<file path="src/rtl/histogram_result_sink.sv">
`default_nettype none
// +--------------------------------------------------------------------------+
// | histogram_result_sink: captures one histogram frame from a ready/valid   |
// | stream into a bin register file for random-access readout. Rev 1.0       |
// +--------------------------------------------------------------------------+
module histogram_result_sink #(
  parameter  int P_DW      = 4,
  parameter  int P_NUM_BIN = 8,
  localparam int AW        = $clog2(P_NUM_BIN)
) (
  input  logic            aclk,
  input  logic            areset_n,
  input  logic            arm,
  input  logic [P_DW-1:0] tdata,
  input  logic            tvalid,
  input  logic            tlast,
  output logic            tready,
  input  logic [AW-1:0]   rd_addr,
  output logic [P_DW-1:0] rd_data,
  output logic [AW:0]     bin_cnt,
  output logic            done,
  output logic            len_err
);

  typedef enum logic [1:0] {
    S_IDLE    = 2'd0,
    S_CAPTURE = 2'd1,
    S_DONE    = 2'd2
  } state_t;

  state_t          r_state;
  logic            r_tready;
  logic            r_done;
  logic            r_len_err;
  logic [AW:0]     r_bin_cnt;
  logic [P_DW-1:0] r_rd_data;
  logic [P_DW-1:0] r_bins [P_NUM_BIN];

  logic w_beat;
  logic w_room;
  logic w_len_ok;

  assign w_beat   = tvalid & r_tready;
  assign w_room   = 32'(r_bin_cnt) < P_NUM_BIN;
  // Length check counts the tlast beat itself, so a saturated counter reads as long.
  assign w_len_ok = (32'(r_bin_cnt) + 32'd1) == P_NUM_BIN;

  always_ff @(posedge aclk or negedge areset_n) begin
    if (!areset_n) begin
      r_state   <= S_IDLE;
      r_tready  <= 1'b0;
      r_done    <= 1'b0;
      r_len_err <= 1'b0;
      r_bin_cnt <= '0;
      for (int i = 0; i < P_NUM_BIN; i++) r_bins[i] <= '0;
    end else begin
      case (r_state)
        S_IDLE: begin
          if (arm) begin
            r_state  <= S_CAPTURE;
            r_tready <= 1'b1;
          end
        end
        S_CAPTURE: begin
          if (w_beat) begin
            if (w_room) begin
              r_bins[r_bin_cnt[AW-1:0]] <= tdata;
              r_bin_cnt                 <= r_bin_cnt + (AW+1)'(1);
            end else begin
              r_len_err <= 1'b1;
            end
            if (tlast) begin
              r_state  <= S_DONE;
              r_tready <= 1'b0;
              r_done   <= 1'b1;
              if (!w_len_ok) r_len_err <= 1'b1;
            end
          end
        end
        S_DONE: begin
          if (arm) begin
            r_state   <= S_CAPTURE;
            r_tready  <= 1'b1;
            r_done    <= 1'b0;
            r_len_err <= 1'b0;
            r_bin_cnt <= '0;
          end
        end
        default: begin
          r_state  <= S_IDLE;
          r_tready <= 1'b0;
        end
      endcase
    end
  end

  // Reads see the pre-edge bin contents, so a same-cycle write returns the old value.
  always_ff @(posedge aclk or negedge areset_n) begin
    if (!areset_n) begin
      r_rd_data <= '0;
    end else if (32'(rd_addr) < P_NUM_BIN) begin
      r_rd_data <= r_bins[rd_addr];
    end else begin
      r_rd_data <= '0;
    end
  end

  assign tready  = r_tready;
  assign done    = r_done;
  assign len_err = r_len_err;
  assign bin_cnt = r_bin_cnt;
  assign rd_data = r_rd_data;

endmodule
`default_nettype wire

</file>
<file path="config.mk">
export PLATFORM = sky130hd
export DESIGN_NAME = histogram_result_sink
export DESIGN_NICKNAME = d
export VERILOG_FILES = /design/src/rtl/histogram_result_sink.sv
export SDC_FILE = /design/constraint.sdc
export NUM_CORES = 1
export LEC_CHECK = 0
export BUFFER_PORTS_ARGS = -buffer_cell sky130_fd_sc_hd__buf_2
export CELL_PAD_IN_SITES_DETAIL_PLACEMENT = 0
export CELL_PAD_IN_SITES_GLOBAL_PLACEMENT = 1
export CORE_ASPECT_RATIO = 0.5
export CORE_UTILIZATION = 35
export DETAILED_ROUTE_END_ITERATION = 8
export MAX_ROUTING_LAYER = met4
export PLACE_DENSITY = 0.67
export SYNTH_ARGS = -nofsm -noshare
export SYNTH_HDL_FRONTEND = slang
export SYNTH_SLANG_ARGS = --single-unit
</file>
<file path="constraint.sdc">
create_clock -name aclk -period 5.4 [get_ports aclk]
set_clock_uncertainty 0.15 [all_clocks]
set_input_delay 0.54 -clock aclk [delete_from_list [all_inputs] [get_ports aclk]]
set_output_delay 0.54 -clock aclk [all_outputs]
set_load 0.02 [all_outputs]
</file>
* Yosys cells after proc, flatten, opt, wreduce, memory -nomap -nowiden
Index checks and enable logic that the tools add are counted.
** Cells by class
- Reductions and logical operators :: 9
- Eq/ne operators :: 8
- Bitwise logic cells :: 3
- Order comparisons :: 4
- Muxes and demuxes :: 27
- Add/subtract/negate cells :: 2
** Operators with widths (count)
- $bwmux 32 :: 1
- $mux 4 :: 6
- $bmux 4 s3 :: 1
- $demux 4 s3 :: 1
- $mux 1 :: 10
- $reduce_and 3->1 :: 3
- $ge 4x4->1 const B :: 2
- $ne 2x2->1 const B :: 4
- $not 3->4 :: 2
- $pmux 4 s2 :: 1
- $reduce_and 4->1 :: 2
- $mux 2 :: 3
- $pmux 1 s2 :: 3
- $add 4x1->5 const B :: 1
- $eq 5x4->1 const B :: 1
- $add 4x1->4 const B :: 1
- $lt 4x1->1 const B :: 1
- $lt 4x4->1 const B :: 1
- $pmux 2 s2 :: 1
- $eq 2x1->1 const B :: 1
- $eq 2x2->1 const B :: 1
- $logic_not 2->1 :: 1
- $ne 2x1->1 const B :: 1
- $reduce_bool 2->1 :: 1
- other kinds (3) :: 3
** Storage, ports and cells
- Output and inout bits :: 11
- Register bits :: 45
- Input port bits :: 12
- Word-level logic and storage cells :: 67

* Longest topological paths before layout
- Depth after elaboration :: 6
- Mapped depth :: 4

* Worst setup path after synthesis
Ideal clock, no wire load.
- Path kind :: register to register
- From :: reg r_bin_cnt[1] (netlist: bin_cnt[1])
- To :: reg r_bins[12] in the netlist's numbering
- Buffers on the path :: 2
- Setup slack :: 3.507 ns
- Cell stages (with the launch flop) :: 5
- Period minus slack after synthesis :: 1.893 ns
- Arrival :: 1.617 ns
- Data required time :: 5.125 ns
- Cell sequence :: dfrtp_1 buf_2 or4_1 buf_2 mux2_4
** Between the ends
- Cells in the longest elaborated chain, start to end :: 6
- Elaborated cells on any way between the ends :: 9
- Those cells by class :: 3 x order compare; 3 x mux; 1 x bitwise; 2 x reduce/logical
** RTL lines
- from (decl) :: line 35 : logic [AW:0] r_bin_cnt;
- from (signal assigned) :: line 68 : r_bin_cnt <= r_bin_cnt + (AW+1)'(1);
- $not 3->4 (not written as such) :: line 67 : r_bins[r_bin_cnt[AW-1:0]] <= tdata;
- $ge 4x4->1 (not written as such) / $lt 4x1->1 (equally long branches) :: line 67
- $logic_and 1x1->1 (not written as such) :: line 67
- $mux 4 (not written as such) :: line 67
- $demux 4 s3 :: line 67
- $bwmux 32 :: line 67
- to (signal, indexed assignment) :: line 67
- to (decl) :: line 37 : logic [P_DW-1:0] r_bins [P_NUM_BIN];
Several ways; a longest one is shown, not always the timed one.
A chain may end at the register's enable or synchronous reset.

* Worst setup path after layout
- From :: reg r_state[1]
- To :: reg r_bins[12] in the netlist's numbering
** Between the ends
- Cells in the longest elaborated chain, start to end :: 2
** RTL lines
- from (decl) :: line 31 : state_t r_state;
- from (signal assigned) :: line 50 : r_state <= S_IDLE;
- from (signal assigned) :: line 60 : r_state <= S_CAPTURE;
- from (signal assigned) :: line 73 : r_state <= S_DONE;
- $eq 2x1->1 :: line 57 : case (r_state)
- $reduce_and 3->1 (no source line)
No other way between the ends.

==> results.txt <==
* Post-synthesis simple-gate area fraction: 0.07882
- The setup path with the least slack is of type reg -> reg.
- After synthesis, the largest family of logic cells by area is multiplexers.
- Of the total synthesized cell area, the portion taken by full adders, half adders and majority gates is 0.01203.
- Status: finished with violations
* Net total in the final layout: 172
* Cell taking the most area after synthesis: dfrtp_1
- Final wirelength: 4102 µm
* Pin count of the biggest net entering global routing: 46
- Max-cap violations in this run came to 0.
- Initial antenna violation count: 0
- Ranked by total cell area, the synthesized netlist is headed by dfrtp_1, mux2_2, mux4_2.
- The number of pins exceeding their max-slew limit in the final report came to 0.
- Placement row count: 19
- Unrepaired setup endpoints after global routing: no
- Fraction of power spent switching nets: 0.3160
- The fraction of the mapped netlist area in compound gates is 0.05415.
* Failing checks: DRC
* Synthesis-stage register bit count: 45
* Syn_nets: 151
- After detailed placement, the total cell area comes to 0.002245 mm².
- Cell-internal power: 0.0008777 W
* Ratio of cells with drive above 1 in the final layout: 0.4843
* Post-synthesis cell type count: 32
- In the final routed layout, each cell accounts on average for 17.68 µm.
* Hold buffers post-CTS: 0
- Critical path launch point type: flop
- Synthesis produced 137 cells.
* Leakage power of the design: 1.108 nW
* Aggregate negative setup slack: 0 ps
* Synth Flop Type: dfrtp_1
- For this design the ratio of total power to cell area is 535.3 mW/mm².
- First-pass GRT wire length: 6858 µm
- Number of sinks driven by the clock tree: 45
- Diodes inserted: 0
* Endpoint class of the critical path: flop
- Among all cell types in the netlist, the one instantiated most often is dfrtp_1.
- The share of total power dissipated in combinational logic is 0.307.
- In the routed design, unresolved DRC markers number 2.
- After routing the design area is 0.002397 mm².
- For this block, the via count after detailed routing is 1213.
- Number of enable flip-flop cells after synthesis: 0
- RD Place Congestion: 0.7338
- Vias per Instance: 5.228
* Proportion of synthesized area in mux cells: 0.2888
* CP arrival: 2440 ps
- For the worst-skew pair, the clock arrives at the later sink with an insertion delay of 280 ps.
- Iteration-0 DRC Markers: 18
- Min Clock Period, post-route: 2420 ps
- Proportion of synthesized chip area in sequential cells: 0.5415
- Netlist Area Pre-Place: 0.002079 mm²
- The count of buffers added on input and output ports is 22.
* Final setup viols: 0
* Worst supply voltage drop on vdd: 0.0001714 V
- Die Outline Area: 0.006273 mm²
- From synthesis to final layout, the design area changed by 15.28%.
* Sequential power share: 0.456
- Buffers added to address setup during post-CTS repair amount to 0.
- Critical-path maximum fanout: 11
* Height of the die: 56.51 µm
- The via count of the first global-routing pass came to 1271.
- CTS built an H-tree with a depth of 2.
- Once the clock tree was built, the resizer swapped 0 gates to a different size.
- Fraction of synthesized cell area in xor and xnor cells: 0
- Max Clk Rate: 0.4132 GHz
* Die extent in x: 111.0 µm
* Global route total overflow: 0
- Detailed placement ended at an HPWL of 2835 µm.
* Worst-case clock buffer depth: 2
- In this run the mean area of a mapped cell was 15.18 µm².
- Max-slew headroom: 0.3500
* Fin crit share: 0.4481
* NetSw: 0.0004055 W
- Clock group share of total power: 0.237
* Worst-Margin Slew: 975.0 ps
- Synth warn: 0
- The tree is rooted in a clkbuf_16.
- Final hold violation count: 0
- Clock buffer count from CTS: 5
- Placeable Area: 0.005610 mm²
* Share of the synthesized area in the top cell type: 0.5415
- For this configuration, the core starts out at a cell density of 0.3707.
- Counting flops with an async set or reset pin after synthesis yields a share of 1.000.
- WP data required: 5420 ps
* Antenna-violating nets left: 0
- The tightest min-delay check is of the in -> async type.
- Num ports: 23
- TritonCTS built the clock tree.
* Drt pass-1 iters: 6
* Clock transition at the registers of the reported paths: 60 ps
* Total global routing track utilization: 0.1526
* Commonest cells in the netlist: dfrtp_1, mux2_2, mux4_2, buf_2
[registers in the layout, summed over array words and instances (netlist names)]
signal / count
bin_cnt: 4
done: 1
len_err: 1
r_state: 2
r_bins: 32
rd_data: 4
tready: 1
[cells by family after synthesis]
family | Yosys count
multiplexers | 44
AND/OR/NAND/NOR | 19
flip-flops | 45
AO/OA/AOI/OAI | 15
adder cells (fa/ha/maj) | 2
buffers and inverters | 12
[power groups by stage]
stage               registers [W]  logic, W  clock network, W
floorplan                0.000590  0.000284                 0
global route             0.000609  0.000427          0.000324
detailed placement       0.000590  0.000396                 0
global placement         0.000580  0.000389                 0
finish                   0.000585  0.000394          0.000304
CTS                      0.000586  0.000400          0.000311
[placed cells by master, fill, tap and decap left out, drive strengths merged, types with 2 or more instances in the layout]
cell | netlist | final
buf | 5 | 22
clkbuf | 3 | 6
clkinv | 0 | 2
dfrtp | 45 | 45
ha | 2 | 2
inv | 4 | 4
mux2 | 36 | 36
mux4 | 8 | 8
nand3 | 2 | 2
nand4 | 3 | 3
nand4b | 2 | 2
nor2 | 2 | 2
o211ai | 3 | 3
o21ai | 3 | 3
o31ai | 2 | 2
or4b | 2 | 2
[layer usage]
metal  track usage  wire, µm  up-vias
li1              -         -      568
met1        0.2039      2093      624
met2        0.2336      1875       17
met3       0.03888        99        4
met4       0.04054        34        0
met5             -         0        -
[final timing paths]
path | slack, ps | start | to | depth (start not counted)
worst max-delay path | 2980 | r_state[1] | r_bins[12] | 3
worst min-delay path | 260 | areset_n | r_bins[25] | 1
worst max register to register | 2980 | r_state[1] | r_bins[12] | 3
worst min register to register | 340 | r_bins[7] | r_bins[7] | 1
max in group asynchronous | 4220 | areset_n | r_bins[3] | 1
min in group aclk | 340 | r_bins[7] | r_bins[7] | 1
[area by class of cell]
| cell class | instances | area, µm² |
|---|---|---|
| fill | 525 | 3213 |
| sequential | 45 | 1126 |
| multi-input combinational | 80 | 902.1 |
| clock buffer | 6 | 138.9 |
| timing repair buffer | 22 | 110.1 |
| tap | 73 | 91.34 |
| inverter | 4 | 15.01 |
| clock inverter | 2 | 13.76 |
[worst max-delay path, cell delays in order, from the launching register on]
cell      delay [ps]
dfrtp_1          420
nand4b_1         560
or4_1            810
mux2_4           360
[metrics by stage]
step           utilization  power [W]  hold slack, ps  instances  setup slack, ps
2_1_floorplan            -  0.0008739           94.41        137             3507
3_3_place_gp        0.4001  0.0009687           318.1        224             2907
3_5_place_dp        0.4001  0.0009854           326.6        224             2872
4_1_cts             0.4273   0.001297           306.6        232             3028
5_1_grt             0.4273   0.001360           352.9        232             2932
6_report            0.4273   0.001283           261.8        232             2980
Note: power is estimated with default switching activity, not from simulation.
